==> src/rtl/fb_arbiter.sv <==
// Framebuffer RAM arbiter: clears the RAM after reset, then shares the single port between
// fixed-latency video scan-out reads (absolute priority) and an in-order host command FIFO.
module fb_arbiter #(
   parameter int unsigned   AW     = 17,
   parameter int unsigned   DW     = 32,
   parameter int unsigned   FDEPTH = 4,
   parameter logic [DW-1:0] FILL   = '0
) (
   input  logic          clk,
   input  logic          rst,
   input  logic          vid_req,
   input  logic [AW-1:0] vid_adr,
   output logic          vid_dvalid,
   output logic [DW-1:0] vid_dat,
   input  logic          host_valid,
   output logic          host_ready,
   input  logic          host_we,
   input  logic [AW-1:0] host_adr,
   input  logic [DW-1:0] host_wdat,
   output logic          host_rvalid,
   output logic [DW-1:0] host_rdat,
   output logic          init_done,
   output logic [15:0]   conflicts,
   output logic          ram_we,
   output logic [AW-1:0] ram_adr,
   output logic [DW-1:0] ram_wdat,
   input  logic [DW-1:0] ram_rdat
);

   localparam int unsigned PW = $clog2(FDEPTH);
   localparam int unsigned EW = 1 + AW + DW;

   typedef enum logic {StClear, StRun} state_e;
   // TagVidZero: video request made during clear, answered with zero data
   typedef enum logic [1:0] {TagNone, TagVid, TagHost, TagVidZero} tag_e;

   state_e        state_q, state_d;
   logic [AW:0]   clr_cnt_q, clr_cnt_d;
   logic [PW:0]   wr_ptr_q, rd_ptr_q;
   logic [EW-1:0] fifo_q [FDEPTH];
   tag_e          tag_s1_q, tag_s2_q, tag_d;
   logic          we_d, init_d;
   logic [AW-1:0] adr_d;
   logic [DW-1:0] wdat_d;
   logic [15:0]   conflicts_d;

   logic          empty, full, push, pop;
   logic          head_we;
   logic [AW-1:0] head_adr;
   logic [DW-1:0] head_wdat;

   assign empty = (wr_ptr_q == rd_ptr_q);
   assign full  = (wr_ptr_q[PW] != rd_ptr_q[PW]) && (wr_ptr_q[PW-1:0] == rd_ptr_q[PW-1:0]);
   assign host_ready = (state_q == StRun) && !full;
   assign push = host_valid && host_ready;
   assign pop  = (state_q == StRun) && !vid_req && !empty;
   assign {head_we, head_adr, head_wdat} = fifo_q[rd_ptr_q[PW-1:0]];

   always_comb begin
      state_d     = state_q;
      clr_cnt_d   = clr_cnt_q;
      we_d        = 1'b0;
      adr_d       = ram_adr;
      wdat_d      = ram_wdat;
      tag_d       = TagNone;
      init_d      = init_done;
      conflicts_d = conflicts;
      unique case (state_q)
         StClear: begin
            // The extra counter bit marks that the last address has already been written
            if (clr_cnt_q[AW]) begin
               state_d = StRun;
               init_d  = 1'b1;
            end else begin
               we_d      = 1'b1;
               adr_d     = clr_cnt_q[AW-1:0];
               wdat_d    = FILL;
               clr_cnt_d = clr_cnt_q + {{AW{1'b0}}, 1'b1};
            end
            if (vid_req) tag_d = TagVidZero;
         end
         StRun: begin
            if (vid_req) begin
               adr_d = vid_adr;
               tag_d = TagVid;
               if (!empty && conflicts != 16'hFFFF) conflicts_d = conflicts + 16'd1;
            end else if (!empty) begin
               we_d   = head_we;
               adr_d  = head_adr;
               wdat_d = head_wdat;
               tag_d  = head_we ? TagNone : TagHost;
            end
         end
         default: state_d = StClear;
      endcase
   end

   always_ff @(posedge clk or posedge rst) begin
      if (rst) begin
         state_q     <= StClear;
         clr_cnt_q   <= '0;
         wr_ptr_q    <= '0;
         rd_ptr_q    <= '0;
         tag_s1_q    <= TagNone;
         tag_s2_q    <= TagNone;
         ram_we      <= 1'b0;
         ram_adr     <= '0;
         ram_wdat    <= FILL;
         vid_dvalid  <= 1'b0;
         vid_dat     <= '0;
         host_rvalid <= 1'b0;
         host_rdat   <= '0;
         init_done   <= 1'b0;
         conflicts   <= '0;
      end else begin
         state_q   <= state_d;
         clr_cnt_q <= clr_cnt_d;
         if (push) wr_ptr_q <= wr_ptr_q + {{PW{1'b0}}, 1'b1};
         if (pop)  rd_ptr_q <= rd_ptr_q + {{PW{1'b0}}, 1'b1};
         tag_s1_q  <= tag_d;
         tag_s2_q  <= tag_s1_q;
         ram_we    <= we_d;
         ram_adr   <= adr_d;
         ram_wdat  <= wdat_d;
         init_done <= init_d;
         conflicts <= conflicts_d;
         vid_dvalid  <= (tag_s2_q == TagVid) || (tag_s2_q == TagVidZero);
         host_rvalid <= (tag_s2_q == TagHost);
         if (tag_s2_q == TagVid)          vid_dat <= ram_rdat;
         else if (tag_s2_q == TagVidZero) vid_dat <= '0;
         if (tag_s2_q == TagHost) host_rdat <= ram_rdat;
      end
   end

   always_ff @(posedge clk) begin
      if (push) fifo_q[wr_ptr_q[PW-1:0]] <= {host_we, host_adr, host_wdat};
   end

endmodule

==> config.mk <==
export PLATFORM = sky130hd
export DESIGN_NAME = fb_arbiter
export DESIGN_NICKNAME = d
export VERILOG_FILES = /design/src/rtl/fb_arbiter.sv
export SDC_FILE = /design/constraint.sdc
export NUM_CORES = 1
export LEC_CHECK = 0
export CAP_MARGIN = 15
export CELL_PAD_IN_SITES_DETAIL_PLACEMENT = 0
export CELL_PAD_IN_SITES_GLOBAL_PLACEMENT = 1
export CORE_UTILIZATION = 35
export CTS_BUF_LIST = sky130_fd_sc_hd__clkbuf_16
export DETAILED_ROUTE_END_ITERATION = 7
export MAX_ROUTING_LAYER = met4
export PLACE_DENSITY_LB_ADDON = 0.1
export SLEW_MARGIN = 30
export SYNTH_ARGS = -nofsm -noshare
export SYNTH_HDL_FRONTEND = slang
export SYNTH_SLANG_ARGS = --single-unit
export TNS_END_PERCENT = 10
==> constraint.sdc <==
create_clock -name clk -period 5 [get_ports clk]
set_clock_uncertainty 0.2 [all_clocks]
set_input_delay 0.75 -clock clk [delete_from_list [all_inputs] [get_ports clk]]
set_output_delay 0.75 -clock clk [all_outputs]
set_load 0.01 [all_outputs]
## After elaboration in Yosys (flattened, before gate mapping)

Memories as Yosys holds them, arrays and structs flattened.
Index checks and enable logic that the tools add are counted.
Widths: inputs -> output; s select.

- Add/sub/neg operators: 4
- Equal/unequal tests: 11
- Muxes and demuxes: 24
- Bitwise operators: 2
- Reductions and logical operators: 16

Operators by type and width:

| cell | count |
|---|---|
| $mux 32 | 5 |
| $pmux 32 s2 | 1 |
| $mux 17 | 3 |
| $pmux 17 s2 | 1 |
| $add 18x1->18 const B | 1 |
| $mux 18 | 1 |
| $add 16x1->16 const B | 1 |
| $ne 16x16->1 const B | 1 |
| $mux 2 | 4 |
| $mux 1 | 7 |
| $add 3x1->3 const B | 2 |
| $logic_and 1x1->1 | 6 |
| $ne 2x2->1 const B | 3 |
| $reduce_and 2->1 | 3 |
| $reduce_and 3->1 | 2 |
| $eq 2x2->1 const B | 2 |
| $pmux 2 s2 | 1 |
| $eq 3x3->1 | 1 |
| $logic_not 1->1 | 3 |
| $ne 3x3->1 const B | 1 |
| $eq 2x1->1 const B | 1 |
| $eq 2x2->1 | 1 |
| $not 1->1 | 2 |
| $pmux 1 s2 | 1 |
| other kinds (3) | 3 |

- Register bits: 162
- Bits in writable memories: 200
- Input port bits: 103
- Memories kept: 1

Memory list:

| memory | depth | bits a word | read ports | clocked after Yosys merged registers in | write ports | line | text |
|---|---|---|---|---|---|---|---|
| fifo_q | 4 | 50 | 1 | 0 | 1 | 40 | `logic [EW-1:0] fifo_q [FDEPTH];` |

## Longest topological paths before layout

Gate-level depths: netlist of the first run.

- Depth in word-level cells: 7
- Depth in mapped cells: 7
- Mapped depth without buffers: 5

## Least setup slack after synthesis of the first run

Ideal clock, no wire load.

- Kind: reg-to-reg
- Start: register rd_ptr_q[0]
- End: memory fifo_q[3][0] in the netlist's numbering (enable)
- Library setup time: 414 ps
- Data arrival time: 2,461 ps
- Setup slack: 1,924 ps
- Cell stages (with the launch flop): 5
- Buffers on the path: 1
- Clock period less this slack: 3,076 ps
- Cell sequence: dfrtp_1 buf_6 xnor2_2 a31oi_1 and3_1

- Word-level cells in the longest chain between the ends: 7

RTL lines:

| element | line | text |
|---|---|---|
| start: declaration | 39 | `logic [PW:0] wr_ptr_q, rd_ptr_q;` |
| start signal: assignment | 119 | `if (pop) rd_ptr_q <= rd_ptr_q + {{PW{1'b0}}, 1'b1};` |
| $eq 2x2->1 | 53 | `assign full = (wr_ptr_q[PW] != rd_ptr_q[PW]) && (wr_ptr_q[PW-1:0] == rd_ptr_q[PW-1:0]);` |
| $logic_and 1x1->1 | 53 |  |
| $logic_not 1->1 | 54 | `assign host_ready = (state_q == StRun) && !full;` |
| $logic_and 1x1->1 | 54 |  |
| named net host_ready | 16 | `output logic host_ready,` |
| $logic_and 1x1->1 | 55 | `assign push = host_valid && host_ready;` |
| $mux 1 | 136 | `if (push) fifo_q[wr_ptr_q[PW-1:0]] <= {host_we, host_adr, host_wdat};` |
| $mux 1 (not written as such) | 136 |  |
| end: declaration | 40 |  |

The timed path passes the listed nets, and every way through them passes these cells.

## Worst setup path in the final report of the first run

- Start: register rd_ptr_q[0]
- End: output port host_ready

- Word-level cells in the longest chain between the ends: 4

RTL lines:

| element | line |
|---|---|
| $eq 2x2->1 | 53 |
| $logic_and 1x1->1 | 53 |
| $logic_not 1->1 | 54 |
| $logic_and 1x1->1 | 54 |
| end: declaration | 16 |

Every way passes these cells.

==> impl_metrics.toml, run 1 <==
[status]
status = "completed"

[synthesis]
synth_area_leaders = "edfxtp_1 (43%), dfrtp_1 (29%), mux4_2 (8.0%)"
yosysWarnings = 0
avgSynthCellArea_um2 = 15.2
yosysTopAreaCell = "edfxtp_1"
async_reset_ff_share_pct = 44.8
ys_types = 41
synth-edff-count = 200
synth-seq-cells = 362
syn_nets = 1037
synth.top_cell.area_share_pct = 42.7
synth-seq-area-share_pct = 71.5
yosysMostFrequentCell = "edfxtp_1"
synth_common_cells = "edfxtp_1 (200), nand2_1 (165), dfrtp_1 (162), o21ai_0 (81), mux4_2 (50)"
synthCells = 927
netlist_area_um2 = 14100
synthFlopType = "edfxtp_1"

[timing]
relSlewSlack_pct = 42.5
max_freq_mhz = 274
setup_viol = 0
final_hold_viol_count = 0
final.setup.worst_slack_ns = 1.36
tightest_slew_ns = 0.863
drv_slew = 0
final.period_utilization_pct = 72.9
grt_setup_unrepaired = "no"
fin_tns_setup_ns = 0
post-route-min-period_ns = 3.64

[grt]
grt_use_met1_pct = 22.4
grt_start_max_net_pins = 122
top_usage_layer = "met2"
grt_usage_pct = 16.4
antenna_found_initial = 2
met2_usage_pct = 25.1
gr-usage-met3_pct = 3.69
overflow = 0
grt_pass1_vias = 8466
grt_pass1_wl_um = 50400

[setup_path]
worstSetupStartpointType = "flop"
slowest_stage = "dfrtp_4"
criticalPathCategory = "flop to primary output"
r2r-start = "rd_ptr_q[0]$_DFFE_PP0P_"
cp_top_family = "flip-flops"
reg2regPathDepth = 4
r2r_slack_ns = 1.76
cp_cell_sequence = "xnor2_2 -> a31oi_1 -> clkdlybuf4s50_1"
crit_path_end_kind = "primary output"
max_stage_delay_ns = 0.77
crit_required_ns = 4.05
path_buf_inv = 1
r2r-end = "fifo_q[3][2]$_DFFE_PP_"
cp_max_fo = 25
arrival_ns = 2.69

[route]
drtIter0Drc = 450
drc = 0
viasPerCell = 4.74
first_pass_iters = 4
num_vias = 8199
routedWlPerCell_um = 18.6
ant_nets = 0
wl_um = 32100

[power]
swShare_pct = 20.9
seq_power_share_pct = 50.9
pwr-share-clk_pct = 43.2
p_int_mw = 5.04
cellLeakagePower_nw = 6.73
comb_power_share_pct = 5.9
power_density_nw_per_um2 = 349
switchingPower_mw = 1.33
vdd.ir_drop.worst_v = 0.000194

[cts]
postCtsSetupBuffers = 0
root_buffer = "clkbuf_16"
cts_tree = "built"
cts.clk_slew.worst_paths_ns = 0.06
clock_latency_ns = 0.53
cts_resized = 0
htree_levels = 2
cts_sinks = 362
numCtsBuffers = 40
cts_hold_buf = 0
clockBufferDepth = 3

[flow_run]
maxCapViolCount = 0

[placement]
place_ws_ns = 1.64
hpwl_um = 20700
io_buffers = 236
place.gp.congestion = 0.728

[die]
die_area_um2 = 41000
initial_core_util_pct = 35.4
rows = 73
chipWidth_um = 203
die_h_um = 203
pin_count = 237
fp.coreArea_um2 = 39700

[hold_path]
whs_endpoint = "tag_s2_q[0]$_DFF_PP0_"
min_from = "tag_s1_q[0]$_DFF_PP0_"
min_delay_path_depth = 0
hp-class = "flop to flop"

[finish]
fin_nets = 1284
drive_gt1_share_pct = 14.0
area_growth_pct = 30.0
[registers in the layout, indices dropped and copies added (netlist names), 2 cells and up]
register   count
ram_wdat      32
wr_ptr_q       3
vid_dat       32
host_rdat     32
conflicts     16
rd_ptr_q       3
tag_s1_q       2
tag_s2_q       2
fifo_q       200
clr_cnt_q     18
ram_adr       17
[placed cells by master, fill, tap and decap left out, drive strengths merged, types with 3 or more instances in the layout]
master / Yosys / routed
clkdlybuf4s50: 0 / 236
edfxtp: 200 / 200
nand2: 165 / 165
dfrtp: 162 / 162
o21ai: 81 / 81
mux4: 50 / 50
inv: 39 / 50
clkbuf: 28 / 40
mux2: 35 / 35
xnor2: 24 / 24
nor2b: 19 / 19
clkinv: 1 / 18
o22ai: 16 / 16
xor2: 15 / 15
buf: 18 / 15
nand3: 10 / 10
nand4: 10 / 10
nor3: 8 / 8
and3: 8 / 8
ha: 7 / 7
nor4: 7 / 7
nand2b: 3 / 3
nor2: 3 / 3
nand4b: 3 / 3
bufinv: 0 / 3
a31oi: 3 / 3
[cell families (layout without fill, tap and decap cells)]
family                     count (synthesis)  after routing  share of synthesized area (%)
muxes                                     85             85                           10.8
adders and majority gates                  7              7                          0.622
other                                      0              2                              0
DFF                                      362            362                           71.5
buffers and inverters                     86            363                           2.51
xor gates and xnor gates                  39             39                           2.53
and+or+nand+nor                          242            242                           7.94
AOI/OAI and AO/OA                        106            106                           4.12
[routing by layer]
metal / part of all wire (%) / vias up
li1: - / 3866
met1: 47 / 4086
met2: 46 / 209
met3: 5.9 / 38
met4: 1.5 / 0
met5: 0 / -
[worst max path at each step]
stage,from,to,slack (ns),depth (start not counted)
floorplan,rd_ptr_q[0]$_DFFE_PP0P_,fifo_q[3][0]$_DFFE_PP_,1.92,4
finish,rd_ptr_q[0]$_DFFE_PP0P_,host_ready,1.36,3
global placement,rd_ptr_q[0]$_DFFE_PP0P_,fifo_q[3][10]$_DFFE_PP_,1.70,4
detailed placement,rd_ptr_q[0]$_DFFE_PP0P_,fifo_q[3][2]$_DFFE_PP_,1.64,4
CTS,rd_ptr_q[0]$_DFFE_PP0P_,host_ready,1.25,3
global route,rd_ptr_q[0]$_DFFE_PP0P_,host_ready,1.09,3
[through the flow]
step | utilization [%] | power (mW) | hold WS, ns | cell area (um^2) | cells
2_1_floorplan | - | 3.43 | 0.131 | 14100 | 927
3_3_place_gp | 42.9 | 3.69 | 0.132 | 17100 | 1657
3_5_place_dp | 42.9 | 3.69 | 0.136 | 17100 | 1657
4_1_cts | 46.0 | 6.47 | 0.150 | 18300 | 1729
5_1_grt | 46.0 | 6.63 | 0.157 | 18300 | 1731
6_report | 46.0 | 6.38 | 0.147 | 18300 | 1731
[power groups by stage]
stage / combinational (mW) / clock, mW / sequential, mW
4_1_cts: 0.384 / 2.84 / 3.25
6_report: 0.376 / 2.75 / 3.25
3_3_place_gp: 0.383 / 0 / 3.30
5_1_grt: 0.410 / 2.97 / 3.25
2_1_floorplan: 0.0921 / 0 / 3.33
3_5_place_dp: 0.383 / 0 / 3.31
[layout make-up]
cell class | instances | area, um^2
Inverter | 40 | 154
Tap cell | 525 | 657
Fill cell | 3570 | 21400
Clock inverter | 32 | 230
Timing Repair Buffer | 251 | 2490
Multi-Input combinational cell | 479 | 3690
Sequential cell | 362 | 10100
Antenna cell | 2 | 5.00
Clock buffer | 40 | 1000
[worst register-to-register path, cell delays in order (launching register included)]
cell	delay, ns
dfrtp_4	0.77
xnor2_2	0.25
a31oi_1	0.45
and3_2	0.66
buf_4	0.54
Note: power is estimated with default switching activity, not from simulation.
==> inputs of run 2 (changes only) <==
- clock period: 5 -> 3.6 ns (I/O delays scaled with it)
==> impl_metrics.toml, run 2 (synthesis gave the netlist of run 1 again) <==
[power]
vdd.ir_drop.worst_v = 0.000320
power_density_nw_per_um2 = 482
switchingPower_mw = 1.91
seq_power_share_pct = 50.9
comb_power_share_pct = 5.9
swShare_pct = 21.6
p_int_mw = 6.95
cellLeakagePower_nw = 6.78
pwr-share-clk_pct = 43.2

[cts]
root_buffer = "clkbuf_16"
htree_levels = 2
postCtsSetupBuffers = 0
numCtsBuffers = 41
clock_latency_ns = 0.56
cts_hold_buf = 0
cts_tree = "built"
clockBufferDepth = 3
cts_sinks = 362
cts_resized = 0
cts.clk_slew.worst_paths_ns = 0.06

[status]
status = "completed"

[finish]
final_area_um2 = 18400
fillers = 3522
area_growth_pct = 30.5
fin_nets = 1289
layout_common_cells = "clkdlybuf4s50_1 (236), edfxtp_1 (200), nand2_1 (165), dfrtp_1 (160), o21ai_0 (81)"
drive_gt1_share_pct = 13.6
final_common_cell = "clkdlybuf4s50_1"
postLayoutCoreUtil_pct = 46.2
largest_reg_flops = 200

[grt]
antenna_found_initial = 2
grt_usage_pct = 16.9
overflow = 0
grt_start_max_net_pins = 71
grt_pass1_wl_um = 51600
grt_pass1_vias = 8667

[route]
routedWlPerCell_um = 18.9
num_vias = 8247
drc = 0
first_pass_iters = 4
viasPerCell = 4.75
drtIter0Drc = 392
ant_nets = 0
wl_um = 32700

[timing]
max_freq_mhz = 318
fin_tns_setup_ns = 0
grt_setup_unrepaired = "no"
final_hold_viol_count = 0
drv_slew = 0
tightest_slew_ns = 0.804
setup_viol = 0
post-route-min-period_ns = 3.15
relSlewSlack_pct = 46.4
final.setup.worst_slack_ns = 0.453
final.period_utilization_pct = 87.4
holdWs_ns = 0.154

[setup_path]
cp_max_fo = 6
crit_path_end_kind = "primary output"
r2r-start = "rd_ptr_q[0]$_DFFE_PP0P_"
r2r_slack_ns = 0.91
criticalPathCategory = "flop to primary output"
r2r-end = "tag_s1_q[1]$_DFF_PP0_"
worstSetupStartpointType = "flop"
crit_required_ns = 2.86
reg2regPathDepth = 5
arrival_ns = 2.41

[flow_run]
maxCapViolCount = 0

[die]
die_area_um2 = 41000
chipWidth_um = 203
rows = 73
fp.coreArea_um2 = 39700
die_h_um = 203
initial_core_util_pct = 35.4
pin_count = 237

[placement]
placed_area_um2 = 17100
io_buffers = 236
hpwl_um = 20400
place.gp.congestion = 0.739
place_ws_ns = 0.820

[hold_path]
min_delay_path_depth = 0
whs_endpoint = "tag_s2_q[0]$_DFF_PP0_"
hp-class = "flop to flop"
min_from = "tag_s1_q[0]$_DFF_PP0_"
==> run 2: changes by cell type in the layout (fill, tap and decap cells not counted), moves of 2 or more <==
cell | before | now
inv_1 | 49 | 57
clkinv_2 | 7 | 1
buf_12 | 1 | 6
bufinv_16 | 3 | 1
clkbuf_16 | 40 | 42
==> run 2: power groups by stage <==
| stage | Clock, mW | Sequential, mW | Combinational, mW |
|---|---|---|---|
| finish | 3.83 | 4.51 | 0.525 |
| global route | 4.13 | 4.52 | 0.569 |
| CTS | 3.97 | 4.51 | 0.537 |
| detailed placement | 0 | 4.59 | 0.536 |
| global placement | 0 | 4.59 | 0.532 |
| floorplan | 0 | 4.63 | 0.128 |
==> run 2: critical path, stage by stage, from the launching register on <==
cell and delay, ns:
dfrtp_4 0.48, xnor2_2 0.22, a31oi_1 0.46, clkdlybuf4s50_1 0.68
==> run 2: how the worst max path moves through the flow <==
stage | start | endpoint | cells past startpoint
finish | rd_ptr_q[0]$_DFFE_PP0P_ | host_ready | 3
global route | rd_ptr_q[0]$_DFFE_PP0P_ | host_ready | 3
CTS | rd_ptr_q[0]$_DFFE_PP0P_ | host_ready | 3
detailed placement | rd_ptr_q[0]$_DFFE_PP0P_ | tag_s1_q[1]$_DFF_PP0_ | 5
global placement | rd_ptr_q[0]$_DFFE_PP0P_ | tag_s1_q[1]$_DFF_PP0_ | 5
floorplan | rd_ptr_q[0]$_DFFE_PP0P_ | fifo_q[3][0]$_DFFE_PP_ | 4
==> run 2: stage by stage <==
stage          instances  total power, mW
2_1_floorplan        927             4.76
3_3_place_gp        1661             5.12
3_5_place_dp        1661             5.13
4_1_cts             1735             9.01
5_1_grt             1737             9.21
6_report            1737             8.86
==> run 2: routing by layer <==
metal / wire length, um / vias up / track usage, % / part of all wire (%)
met1: 15400 / 4104 / 22.9 / 47
met2: 14900 / 214 / 25.5 / 45
li1: - / 3873 / - / -
met4: 769 / 0 / 4.73 / 2.3
met3: 1680 / 56 / 4.00 / 5.1
met5: 0 / - / - / 0
==> run 2: area by class of cell <==
cell class,count,area (um^2),area share (%)
sequential,362,10100,54.8
clock buffer,42,1050,5.72
inverter,40,154,0.838
clock inverter,32,176,0.960
antenna,2,5.00,0.0272
multi-input combinational,479,3680,20.1
tap,525,657,3.58
timing repair buffer,255,2580,14.0
